[src/rtl/sync_fifo_param.sv]
// sync_fifo_param: single-clock FIFO with configurable width and depth
// (any depth >= 2). It offers a standard or first-word-fall-through read port,
// a fill-level output with almost-full/almost-empty flags, sticky
// overflow/underflow flags, and a synchronous flush.
module sync_fifo_param #(
    parameter int DATA_W    = 32,
    parameter int DEPTH     = 8,
    parameter int AF_THRESH = DEPTH - 1,
    parameter int AE_THRESH = 1,
    parameter bit FWFT      = 1'b0,
    localparam int LVL_W    = $clog2(DEPTH + 1)
) (
    input  logic              clk,
    input  logic              reset,
    input  logic              clear,
    input  logic              wr_en,
    input  logic [DATA_W-1:0] wr_data,
    input  logic              rd_en,
    output logic [DATA_W-1:0] rd_data,
    output logic              rd_valid,
    output logic              full,
    output logic              empty,
    output logic              almost_full,
    output logic              almost_empty,
    output logic [LVL_W-1:0]  level,
    output logic              overflow,
    output logic              underflow
);

    // Pointer width covers indices 0..DEPTH-1. Pointers wrap explicitly at
    // DEPTH-1, so non-power-of-two depths never index past the array.
    localparam int               PTR_W    = (DEPTH > 1) ? $clog2(DEPTH) : 1;
    localparam logic [PTR_W-1:0] LAST_PTR = PTR_W'(DEPTH - 1);
    localparam logic [LVL_W-1:0] FULL_LVL = LVL_W'(DEPTH);
    localparam logic [LVL_W-1:0] AF_LVL   = LVL_W'(AF_THRESH);
    localparam logic [LVL_W-1:0] AE_LVL   = LVL_W'(AE_THRESH);

    // Storage and registered state
    logic [DATA_W-1:0] r_mem [DEPTH];
    logic [PTR_W-1:0]  r_wr_ptr;
    logic [PTR_W-1:0]  r_rd_ptr;
    logic [LVL_W-1:0]  r_level;
    logic              r_overflow;
    logic              r_underflow;

    // Combinational decodes and next-state values
    logic              w_full;
    logic              w_empty;
    logic              w_rd_acc;
    logic              w_wr_acc;
    logic              w_wr_fire;
    logic [PTR_W-1:0]  w_wr_ptr_nxt;
    logic [PTR_W-1:0]  w_rd_ptr_nxt;
    logic [LVL_W-1:0]  w_level_nxt;
    logic [DATA_W-1:0] w_head;

    // Status flags are pure decodes of the registered level, so an access
    // shows up in them one cycle after it is accepted.
    assign w_full       = (r_level == FULL_LVL);
    assign w_empty      = (r_level == '0);
    assign full         = w_full;
    assign empty        = w_empty;
    assign almost_full  = (r_level >= AF_LVL);
    assign almost_empty = (r_level <= AE_LVL);
    assign level        = r_level;
    assign overflow     = r_overflow;
    assign underflow    = r_underflow;

    // A read is accepted whenever data is present. A write is accepted when
    // there is room, or when a read frees a slot in the same cycle.
    assign w_rd_acc  = rd_en & ~w_empty;
    assign w_wr_acc  = wr_en & (~w_full | w_rd_acc);
    // A flush cycle ignores write requests, so memory is not touched then.
    assign w_wr_fire = w_wr_acc & ~clear;

    assign w_head = r_mem[r_rd_ptr];

    // Next pointer and level values for accepted accesses
    always_comb begin
        // NOTE: every always_comb output gets a default first, so that no path leaves it unassigned and infers a latch.
        w_wr_ptr_nxt = r_wr_ptr;
        w_rd_ptr_nxt = r_rd_ptr;
        w_level_nxt  = r_level;
        if (w_wr_acc) begin
            w_wr_ptr_nxt = (r_wr_ptr == LAST_PTR) ? '0 : r_wr_ptr + PTR_W'(1);
        end
        if (w_rd_acc) begin
            w_rd_ptr_nxt = (r_rd_ptr == LAST_PTR) ? '0 : r_rd_ptr + PTR_W'(1);
        end
        case ({w_wr_acc, w_rd_acc})
            2'b10:   w_level_nxt = r_level + LVL_W'(1);
            2'b01:   w_level_nxt = r_level - LVL_W'(1);
            default: w_level_nxt = r_level;
        endcase
    end

    // Storage array: reset zeroes it, and accepted writes land at wr_ptr
    always_ff @(posedge clk) begin
        // NOTE: sequential state always uses non-blocking (<=) assignments, so every flop samples pre-edge values.
        if (reset) begin
            // NOTE: the memory is reset here deliberately, because reset must leave every entry at zero; flush does not clear it.
            for (int i = 0; i < DEPTH; i++) begin
                r_mem[i] <= '0;
            end
        end else if (w_wr_fire) begin
            r_mem[r_wr_ptr] <= wr_data;
        end
    end

    // Pointers, level and sticky error flags: reset first, then flush, then normal operation
    always_ff @(posedge clk) begin
        if (reset || clear) begin
            r_wr_ptr    <= '0;
            r_rd_ptr    <= '0;
            r_level     <= '0;
            r_overflow  <= 1'b0;
            r_underflow <= 1'b0;
        end else begin
            r_wr_ptr <= w_wr_ptr_nxt;
            r_rd_ptr <= w_rd_ptr_nxt;
            r_level  <= w_level_nxt;
            if (wr_en && !w_wr_acc) begin
                r_overflow <= 1'b1;
            end
            if (rd_en && !w_rd_acc) begin
                r_underflow <= 1'b1;
            end
        end
    end

    generate
        if (FWFT) begin : g_fwft
            // The head word is shown combinationally while the FIFO holds data.
            // rd_en pops it, and the next word appears once rd_ptr has moved.
            assign rd_data  = w_empty ? '0 : w_head;
            assign rd_valid = ~w_empty;
        end else begin : g_std
            logic [DATA_W-1:0] r_rd_data;
            logic              r_rd_valid;

            // Registered read: the popped word and a one-cycle valid pulse follow rd_en by a cycle
            always_ff @(posedge clk) begin
                if (reset) begin
                    r_rd_data  <= '0;
                    r_rd_valid <= 1'b0;
                end else if (clear) begin
                    // rd_data keeps its last value across a flush
                    r_rd_valid <= 1'b0;
                end else if (w_rd_acc) begin
                    r_rd_data  <= w_head;
                    r_rd_valid <= 1'b1;
                end else begin
                    r_rd_valid <= 1'b0;
                end
            end

            assign rd_data  = r_rd_data;
            assign rd_valid = r_rd_valid;
        end
    endgenerate

endmodule

[config.mk]
export PLATFORM = sky130hd
export DESIGN_NAME = sync_fifo_param
export DESIGN_NICKNAME = d
export VERILOG_FILES = /design/src/rtl/sync_fifo_param.sv
export SDC_FILE = /design/constraint.sdc
export NUM_CORES = 1
export LEC_CHECK = 0
export BUFFER_PORTS_ARGS = -buffer_cell sky130_fd_sc_hd__buf_2
export CORE_MARGIN = 3
export CORE_UTILIZATION = 55
export CTS_CLUSTER_DIAMETER = 120
export DETAILED_ROUTE_END_ITERATION = 6
export PLACE_DENSITY = 0.79
export SYNTH_ARGS = -nofsm -noshare
export SYNTH_HDL_FRONTEND = slang
export SYNTH_SLANG_ARGS = --single-unit
export TNS_END_PERCENT = 50
[constraint.sdc]
create_clock -name clk -period 2.3 [get_ports clk]
set_input_delay 0.23 -clock clk [delete_from_list [all_inputs] [get_ports clk]]
set_output_delay 0.23 -clock clk [all_outputs]
set_load 0.02 [all_outputs]
==> results of run 1 <==
==> per-stage QoR <==
stage,worst slack (ns),instance area [sq um]
CTS,0.0974,15200
global route,0.00346,15300
detailed placement,0.134,14300
floorplan,0.0358,13400
finish,0.116,15300
global placement,0.193,14300
==> power by group through the flow <==
stage	clock (mW)	sequential [mW]	combinational, mW
after global placement	0	6.30	0.739
after detailed placement	0	6.31	0.756
after floorplan	0	6.33	0.422
after global routing	4.86	6.21	0.824
final	4.56	6.20	0.759
after CTS	4.63	6.20	0.763
==> routing by layer <==
layer,up-vias,global-route usage (%),routed length (um)
li1,3570,-,-
met1,3898,28.7,11500
met2,280,39.6,14900
met3,42,3.67,1960
met4,2,5.62,521
met5,-,0,13
==> flip-flops by register name (all words and copies together), names as in the netlist <==
register,cells
level,4
overflow,1
r_mem,256
r_rd_ptr,3
r_wr_ptr,3
rd_data,32
rd_valid,1
underflow,1
==> cells by family (layout without fill, tap and decap cells) <==
group,count (synthesis),after routing,share of synthesized area (%)
multiplexers,99,99,10.5
adder cells (fa/ha/maj),8,8,0.747
AND/OR/NAND/NOR,372,372,17.4
flip-flops,301,301,64.1
other,0,2,0
AO/OA/AOI/OAI,74,74,4.41
buffers and inverters,67,187,2.66
XOR/XNOR,3,3,0.196
==> worst reg2reg max path, cell delays in order, from the launching register on <==
cell and delay (ns):
dfxtp_2 0.36, inv_1 0.07, ha_1 0.20, nor3b_4 0.17, buf_4 0.16, or3_2 0.44, buf_4 0.24, a211oi_2 0.32
nor3_2 0.07
==> area by class of cell <==
class / count / share of cell area [%]
Clock buffer: 38 / 5.39
Tap cell: 319 / 2.62
Clock inverter: 16 / 0.623
Timing Repair Buffer: 129 / 5.48
Antenna cell: 2 / 0.0328
Inverter: 4 / 0.0984
Sequential cell: 301 / 56.4
Multi-Input combinational cell: 556 / 29.4
==> repair_timing <==
| action | in CTS | in global routing |
|---|---|---|
| endpoints found under the hold margin | 1 | 0 |
| buffers inserted | 0 | 1 |
| hold buffers | 1 | 0 |
| endpoints found under the setup margin | 0 | 1 |
==> cells in the mapped netlist, types with 2 or more instances <==
cell type	count
edfxtp_1	256
mux4_2	33
ha_1	8
o22ai_1	31
dfxtp_1	45
a21oi_1	7
inv_1	4
or3_1	4
a211oi_2	19
clkbuf_2	18
buf_2	15
xor2_1	2
or2_2	10
nor3_2	22
nand2_1	6
clkbuf_1	16
nand2b_1	4
mux2i_1	66
buf_6	4
nor2_1	42
and2_1	256
buf_4	9
nor2_2	6
a211oi_1	14
nand4b_1	2
nor3_1	13
==> worst min path at each step <==
stage                start            to  slack, ns  cells past startpoint
3_3_place_gp      overflow      overflow       0.45                      2
6_report             wr_en   r_wr_ptr[2]       0.05                      3
4_1_cts        wr_data[31]  r_mem[1][31]       0.03                      2
3_5_place_dp      overflow      overflow       0.45                      2
5_1_grt        wr_data[26]  r_mem[7][26]       0.04                      2
2_1_floorplan        rd_en     underflow       0.37                      2
==> run metrics, run 1 <==
WHS 0.0455 ns; Yosys top cell area share between 50% and 60%; slowest CP cell or3_2; # fillers 1767; Yosys warning count 0; Top Ports 80; GRT Overall Usage 22.3%; Synth cell types 38; CTS tree built; R2R cell count 8; Critical path buffers and inverters 3; Critical Setup Path Class flop to flop; CP delay by family, top simple AND/OR/NAND/NOR gates; vias in the first global route between 8000 and 9000; setup TNS 0 ns; Reg area around 8600 sq um; fin nets 1067; Util after Layout 64.4%; Initial Utilization between 50% and 60%; ratio of cells with drive above 1 in the final layout 25.9%; Via Count roughly 7800; most used cell, CP buf_4; crit path capture type flop; CTS buffer count 30; worst clock skew roughly 0.019 ns; WP data arrival about 2.6 ns; synthesized instance count about 900; num rows 56; Port Buf Inserts between 70 and 80; Post-synth EDFFs ~260; Resize count post-CTS 0; Core Region 23700 sq um; Post-Route WL roughly 29000 um; DR iter-0 viols 574; beginning of the critical path level[1]; final setup fails 0; largest cells by area after synthesis edfxtp_1, and2_1, dfxtp_1, mux4_2, mux2i_1; antenna violations before repair 3; FF+latch count, synth about 300; Mapped Area roughly 13000 sq um; Worst-Skew Late Latency around 0.55 ns; Die W between 150 and 200 um; Slew Viols, Final 0; root buffer cell clkbuf_16; slack of the worst reg-to-reg path 0.12 ns; worst min-delay path class input port to flop; Hold Violations, Final 0; first-pass GRT wire length about 45000 um; Pleak between 5 and 6 nW; Mapped Nets a little under 1000; Inst Count DP 1307; DR vias/cell about 5.7; clk buf depth 3; Tcrit/Tclk final between 90% and 100%; Clk pin slew, worst setup/hold paths 0.06 ns; fin crit period approximately 2.2 ns; total gr overflow 0; RSZ-0062 raised after global routing false; PD cells 755 nW/um^2; Setup crit start kind flop; Multi-input gate area around 4500 sq um; worst slew pin tran 0.652 ns; r2r startpoint level[1]; Slew HR 56.5%; ys flop type edfxtp_1; Sink Count about 300; Sequential Power Share a little over half; most frequent cells in the layout and2_1, edfxtp_1, buf_2; Die ar. 26300 sq um; switching pwr approximately 2.5 mW; H-tree levels 1; critical path cell sequence inv_1 -> ha_1 -> nor3b_4 -> buf_4 -> or3_2 -> buf_4 -> a211oi_2 -> nor3_2; Yosys top cell by area edfxtp_1; biggest cell delay along the critical path 0.44 ns; Worst Setup EP rd_data[13]; max frequency ~460 MHz; Residual DRC 0; largest net degree at the start of global routing 43; Clock power frac between 30% and 40%; Max FO, Critical Path 17; DR WL/cell between 20 and 25 um; Peak VDD IR roughly 0.63 mV; die height 162 um; area grow syn2layout 13.9%; max_cap viols 0; status finished clean; sequential area share after synthesis 64.1%; worst r2r dst rd_data[13]; mean area per synthesized cell 14.5 sq um; Gate power share between 6 and 7%; Final Power about 12 mW; CP Data Required Time ~2.7 ns; first drt pass iteration count 5; Sw Share a little over a fifth; HPWL Detailed 17300 um; Levels on crit path 8; non-filler instance count after layout around 1400; ys async rst share 0%; gp weighted congestion between 0.7 and 0.8; Pint 9.01 mW; antenna-violating nets left 0
No activity file was read; power rests on OpenSTA's default activity.
==> run 2: changes to the inputs <==
--- a/config.mk
+++ b/config.mk
@@ -7,10 +7,10 @@
 export LEC_CHECK = 0
 export BUFFER_PORTS_ARGS = -buffer_cell sky130_fd_sc_hd__buf_2
 export CORE_MARGIN = 3
-export CORE_UTILIZATION = 55
+export CORE_UTILIZATION = 35
 export CTS_CLUSTER_DIAMETER = 120
 export DETAILED_ROUTE_END_ITERATION = 6
-export PLACE_DENSITY = 0.79
+export PLACE_DENSITY = 0.56
 export SYNTH_ARGS = -nofsm -noshare
 export SYNTH_HDL_FRONTEND = slang
 export SYNTH_SLANG_ARGS = --single-unit
==> constraint.sdc (replaced) <==
create_clock -name clk -period 2.3 [get_ports clk]
set_input_delay 0.46 -clock clk [delete_from_list [all_inputs] [get_ports clk]]
set_output_delay 0.46 -clock clk [all_outputs]
set_load 0.02 [all_outputs]
==> run 2 against run 1 <==
  * Clock skew rose by 0.0039 ns
  * Register-to-register slack better by 0.06 ns
  * Utilization fell by 23 points
  * Power rose by 7.5%
  * Cell count rose by 15%
  * Clock power grew 18%
  * First-iteration DRC count shrank 24%
  * Highest routed layer is now met4
  * Worst setup slack improved by 0.047 ns
  * Largest power group unchanged
  * Largest cell class unchanged
  * Sequential power hardly changed
  * Via count fell by 2.2%
  * Critical endpoint is now almost_empty
  * Global-route usage shrank 6.3 points
==> run metrics, run 2 (same netlist as run 1, synthesis figures left out) <==
non-filler instance count after layout between 1500 and 2000; worst clock skew 0.0225 ns; # fillers between 3000 and 4000; Post-Route WL 32000 um; R2R cell count 8; RSZ-0062 raised after global routing false; ratio of cells with drive above 1 in the final layout between 20% and 30%; Clk pin slew, worst setup/hold paths 0.05 ns; GRT Overall Usage between 15 and 20%; PD cells between 700 and 800 nW/um^2; Die ar. a little over 40000 sq um; largest reg by FF count r_mem; CTS tree built; Hold Violations, Final 0; Critical Setup Path Class flop to primary output; Slew HR between 60% and 70%; Residual DRC 0; Hold Buf Count CTS 0; cell area after layout 15800 sq um; first drt pass iteration count 4; status finished clean; fin nets between 1000 and 1500; crit path capture type primary output; Util after Layout 41.9%; Inst Count DP 1503; die height 202 um; Max FO, Critical Path 5; worst slew pin tran around 0.53 ns; Placed Area 14600 sq um; beginning of the critical path level[1]; worst r2r dst rd_data[10]; Core Region 37700 sq um; H-tree levels 2; DR iter-0 viols 439; fin crit period 2.14 ns; Peak VDD IR 0.402 mV; slack of the worst reg-to-reg path 0.18 ns; final setup fails 0; WP data arrival 1.68 ns; setup TNS 0 ns; total gr overflow 0; DR WL/cell between 20 and 25 um; Pleak approximately 5.8 nW; num rows 71; worst min-delay path class input port to flop; antenna fix cells 0; area grow syn2layout 17.7%; first-pass GRT wire length between 40000 and 50000 um; antenna violations before repair 0; max_cap viols 0; Initial Utilization 35.6%; HPWL Detailed 19700 um; max frequency around 470 MHz; Port Buf Inserts between 70 and 80; Multi-input gate area roughly 4500 sq um; root buffer cell clkbuf_16; Worst-Skew Late Latency around 0.52 ns; gp weighted congestion between 0.7 and 0.8; max reg flops 256; largest net degree at the start of global routing 34; Slew Viols, Final 0; Top Ports 80; Final Power 12.4 mW; DR vias/cell around 4.9; Tcrit/Tclk final 92.9%; r2r startpoint level[1]; Setup crit start kind flop; Via Count 7619; CTS buffer count 34; vias in the first global route ~8100; clk buf depth 3; Sink Count 301; Die W about 200 um; most frequent cells in the layout and2_1, edfxtp_1, buf_2; Reg area between 8000 and 9000 sq um; Worst Setup EP almost_empty; CP Data Required Time 1.84 ns; antenna-violating nets left 0
-- run 2: cell types whose count changed in the layout (fill, tap and decap cells not counted), moves of 2 or more --
cell,before,now
diode_2,2,0
clkbuf_16,31,35
clkinv_2,7,2
clkbuf_1,5,12
clkinv_8,0,2
buf_12,5,9
buf_4,44,42
bufinv_16,1,3
clkbuf_8,2,4
clkinv_1,8,4
-- run 2: how the worst min path moves through the flow --
stage                      startpoint     endpoint  slack [ns]  depth (start not counted)
after global routing            rd_en    underflow        0.31                          3
after floorplan           r_wr_ptr[2]  r_wr_ptr[2]        0.50                          2
after detailed placement    underflow    underflow        0.47                          2
final                           rd_en    underflow        0.28                          3
after CTS                       rd_en    underflow        0.26                          3
after global placement       overflow     overflow        0.47                          2
-- run 2: layout make-up --
class,instances,share of cell area [%]
Clock inverter,11,0.936
Inverter,4,0.0952
Clock buffer,51,6.19
Timing Repair Buffer,131,5.72
Multi-Input combinational cell,556,28.5
Sequential cell,301,54.5
Tap cell,511,4.05
-- run 2: per-stage QoR --
stage	hold slack, ns	setup slack, ns
detailed placement	0.467	0.120
floorplan	0.496	0.0358
global placement	0.466	0.173
finish	0.278	0.163
CTS	0.265	0.00660
global route	0.305	0.0397
-- run 2: layer usage --
metal / wire length, um / global-route usage (%)
met4: 560 / 3.51
met2: 15600 / 26.7
met5: 0 / 0
met3: 1330 / 2.54
met1: 14500 / 22.1
-- run 2: what timing repair did --
action	4_1_cts	5_1_grt
buffers inserted	0	0
endpoints found under the setup margin	0	9
gates resized for setup	0	2
-- run 2: power breakdown --
group | internal, mW | switching, mW | leakage [nW]
Sequential | 6.12 | 0.0776 | 3.01
Combinational | 0.294 | 0.492 | 2.21
Clock | 3.28 | 2.11 | 0.545
-- run 2: worst max-delay path: stages, from the launching register on --
cell and delay (ns):
dfxtp_2 0.33, inv_1 0.11, ha_1 0.18, buf_4 0.13
nor2_1 0.05, nor3_2 0.17, buf_2 0.21
==> run 3: changes to the inputs <==
--- a/config.mk
+++ b/config.mk
@@ -5,7 +5,8 @@
 export SDC_FILE = /design/constraint.sdc
 export NUM_CORES = 1
 export LEC_CHECK = 0
-export BUFFER_PORTS_ARGS = -buffer_cell sky130_fd_sc_hd__buf_2
+export ABC_AREA = 0
+export BUFFER_PORTS_ARGS = -buffer_cell sky130_fd_sc_hd__buf_4
 export CORE_MARGIN = 3
 export CORE_UTILIZATION = 35
 export CTS_CLUSTER_DIAMETER = 120
==> run 3 against run 2 <==
  * Largest power group unchanged
  * Worst setup slack got worse by 0.058 ns
  * Critical path depth decreased by 1
  * Clock skew increased by 0.00080 ns
  * Clock power increased by 4.1%
  * Cell count about the same
  * Largest cell class unchanged
  * Worst hold slack got worse by 0.039 ns
  * Critical endpoint is now empty
==> run metrics, run 3 (same netlist as run 1, synthesis figures left out) <==
worst slew pin tran approximately 0.65 ns; worst min-delay path class input port to flop; largest net degree at the start of global routing 43; DR vias/cell a little under 5; num rows slightly above 70; Post-Route WL roughly 33000 um; DR WL/cell 21.1 um; Gate power share 6.7%; slack of the worst reg-to-reg path 0.16 ns; max reg flops roughly 260; antenna-violating nets left 0; clk buf depth 3; Sw Share 22.3%; CTS tree built; vias in the first global route ~8300; largest reg by FF count r_mem; CTS buffer count 35; non-filler instance count after layout between 1500 and 2000; Peak VDD IR 0.390 mV; Clock power frac roughly 44%; WP data arrival roughly 1.7 ns; RSZ-0062 raised after global routing false; status finished clean; antenna violations before repair 1; Top Ports 80; Hold Buf Count CTS 0; Worst-Skew Late Latency between 0.5 and 0.6 ns; most frequent cells in the layout and2_1, edfxtp_1, buf_4; Inst Count DP 1501; Pleak 5.82 nW; first drt pass iteration count 4; ratio of cells with drive above 1 in the final layout around 27%; Slew Viols, Final 0; PD cells 789 nW/um^2; Die W between 200 and 250 um; Setup crit start kind flop; H-tree levels 2; fin crit period 2.19 ns; GRT Overall Usage roughly 16%; Tcrit/Tclk final between 90% and 100%; Sequential Power Share 49.0%; Slew HR a little under three fifths; Max FO, Critical Path 5; Critical Setup Path Class flop to primary output; Die ar. 40700 sq um; WHS between 0.2 and 0.25 ns; Core Region 37700 sq um; worst clock skew 0.0233 ns; DR iter-0 viols about 640; first-pass GRT wire length slightly above 50000 um; setup TNS 0 ns; max_cap viols 0; max frequency 456 MHz; gp weighted congestion roughly 0.74; CP Data Required Time 1.84 ns; Final Power ~13 mW; Via Count 7686; root buffer cell clkbuf_16; Hold Violations, Final 0; Initial Utilization 35.6%; Sink Count 301; final setup fails 0; Residual DRC 0; switching pwr about 2.8 mW; # fillers ~3500; HPWL Detailed approximately 20000 um; Pint about 9.8 mW; fin nets roughly 1100; die height between 200 and 250 um; crit path capture type primary output; Clk pin slew, worst setup/hold paths about 0.060 ns; total gr overflow 0; area grow syn2layout 19.6%; Port Buf Inserts between 70 and 80
==> run 3: cell count changes in the layout (fill, tap and decap cells not counted), moves of 3 or more <==
| cell | delta |
|---|---|
| buf_12 | +3 |
| buf_2 | -79 |
| clkbuf_1 | -7 |
| clkinv_2 | +5 |
| clkinvlp_4 | +4 |
| buf_4 | +75 |
| clkbuf_8 | -3 |
==> run 3: final cells by class <==
class                           count  area [sq um]  area share, %
Inverter                            4          15.0         0.0937
Tap cell                          511           639           3.99
Timing Repair Buffer              129          1120           6.98
Clock inverter                     20           221           1.38
Multi-Input combinational cell    556          4490           28.0
Clock buffer                       42           933           5.83
Antenna cell                        1          2.50         0.0156
Sequential cell                   301          8600           53.7
==> run 3: worst paths after layout <==
kind | startpoint | to | cells after the start
setup reg to reg | level[1] | level[2] | 10
hold reg to reg | overflow | overflow | 2
hold / removal | rd_en | underflow | 3
setup / recovery | level[1] | empty | 5
==> run 3: routing by layer <==
| metal | routed length [um] | vias up | GRT usage (%) |
|---|---|---|---|
| met5 | 0 | - | 0 |
| li1 | - | 3595 | - |
| met2 | 16000 | 139 | 27.3 |
| met3 | 1370 | 46 | 2.77 |
| met1 | 14900 | 3906 | 21.9 |
| met4 | 665 | 0 | 4.88 |
==> run 3: per-stage QoR <==
stage | setup slack [ns] | utilization, % | area (sq um)
final | 0.105 | 42.5 | 16000
after floorplan | 0.0358 | - | 13400
after global routing | 0.00298 | 42.5 | 16000
after global placement | 0.191 | 39.4 | 14900
after CTS | 0.0453 | 42.5 | 16000
after detailed placement | 0.170 | 39.4 | 14900
==> run 3: timing repair <==
item,in CTS,in global routing
buffers inserted,0,0
gates resized for setup,0,1
setup endpoints to repair,0,1
==> run 3: power groups by stage <==
stage	Combinational, mW	Sequential, mW	Clock, mW
floorplan	0.422	6.33	0
global placement	0.853	6.30	0
detailed placement	0.859	6.31	0
CTS	0.862	6.20	5.72
global route	0.921	6.21	5.93
finish	0.843	6.19	5.61
==> run 3: worst max-delay path: stages, from the launching register on <==
cell and delay, ns:
dfxtp_2 0.31, inv_1 0.08, ha_1 0.26, nor3b_4 0.26
buf_4 0.17, buf_4 0.14
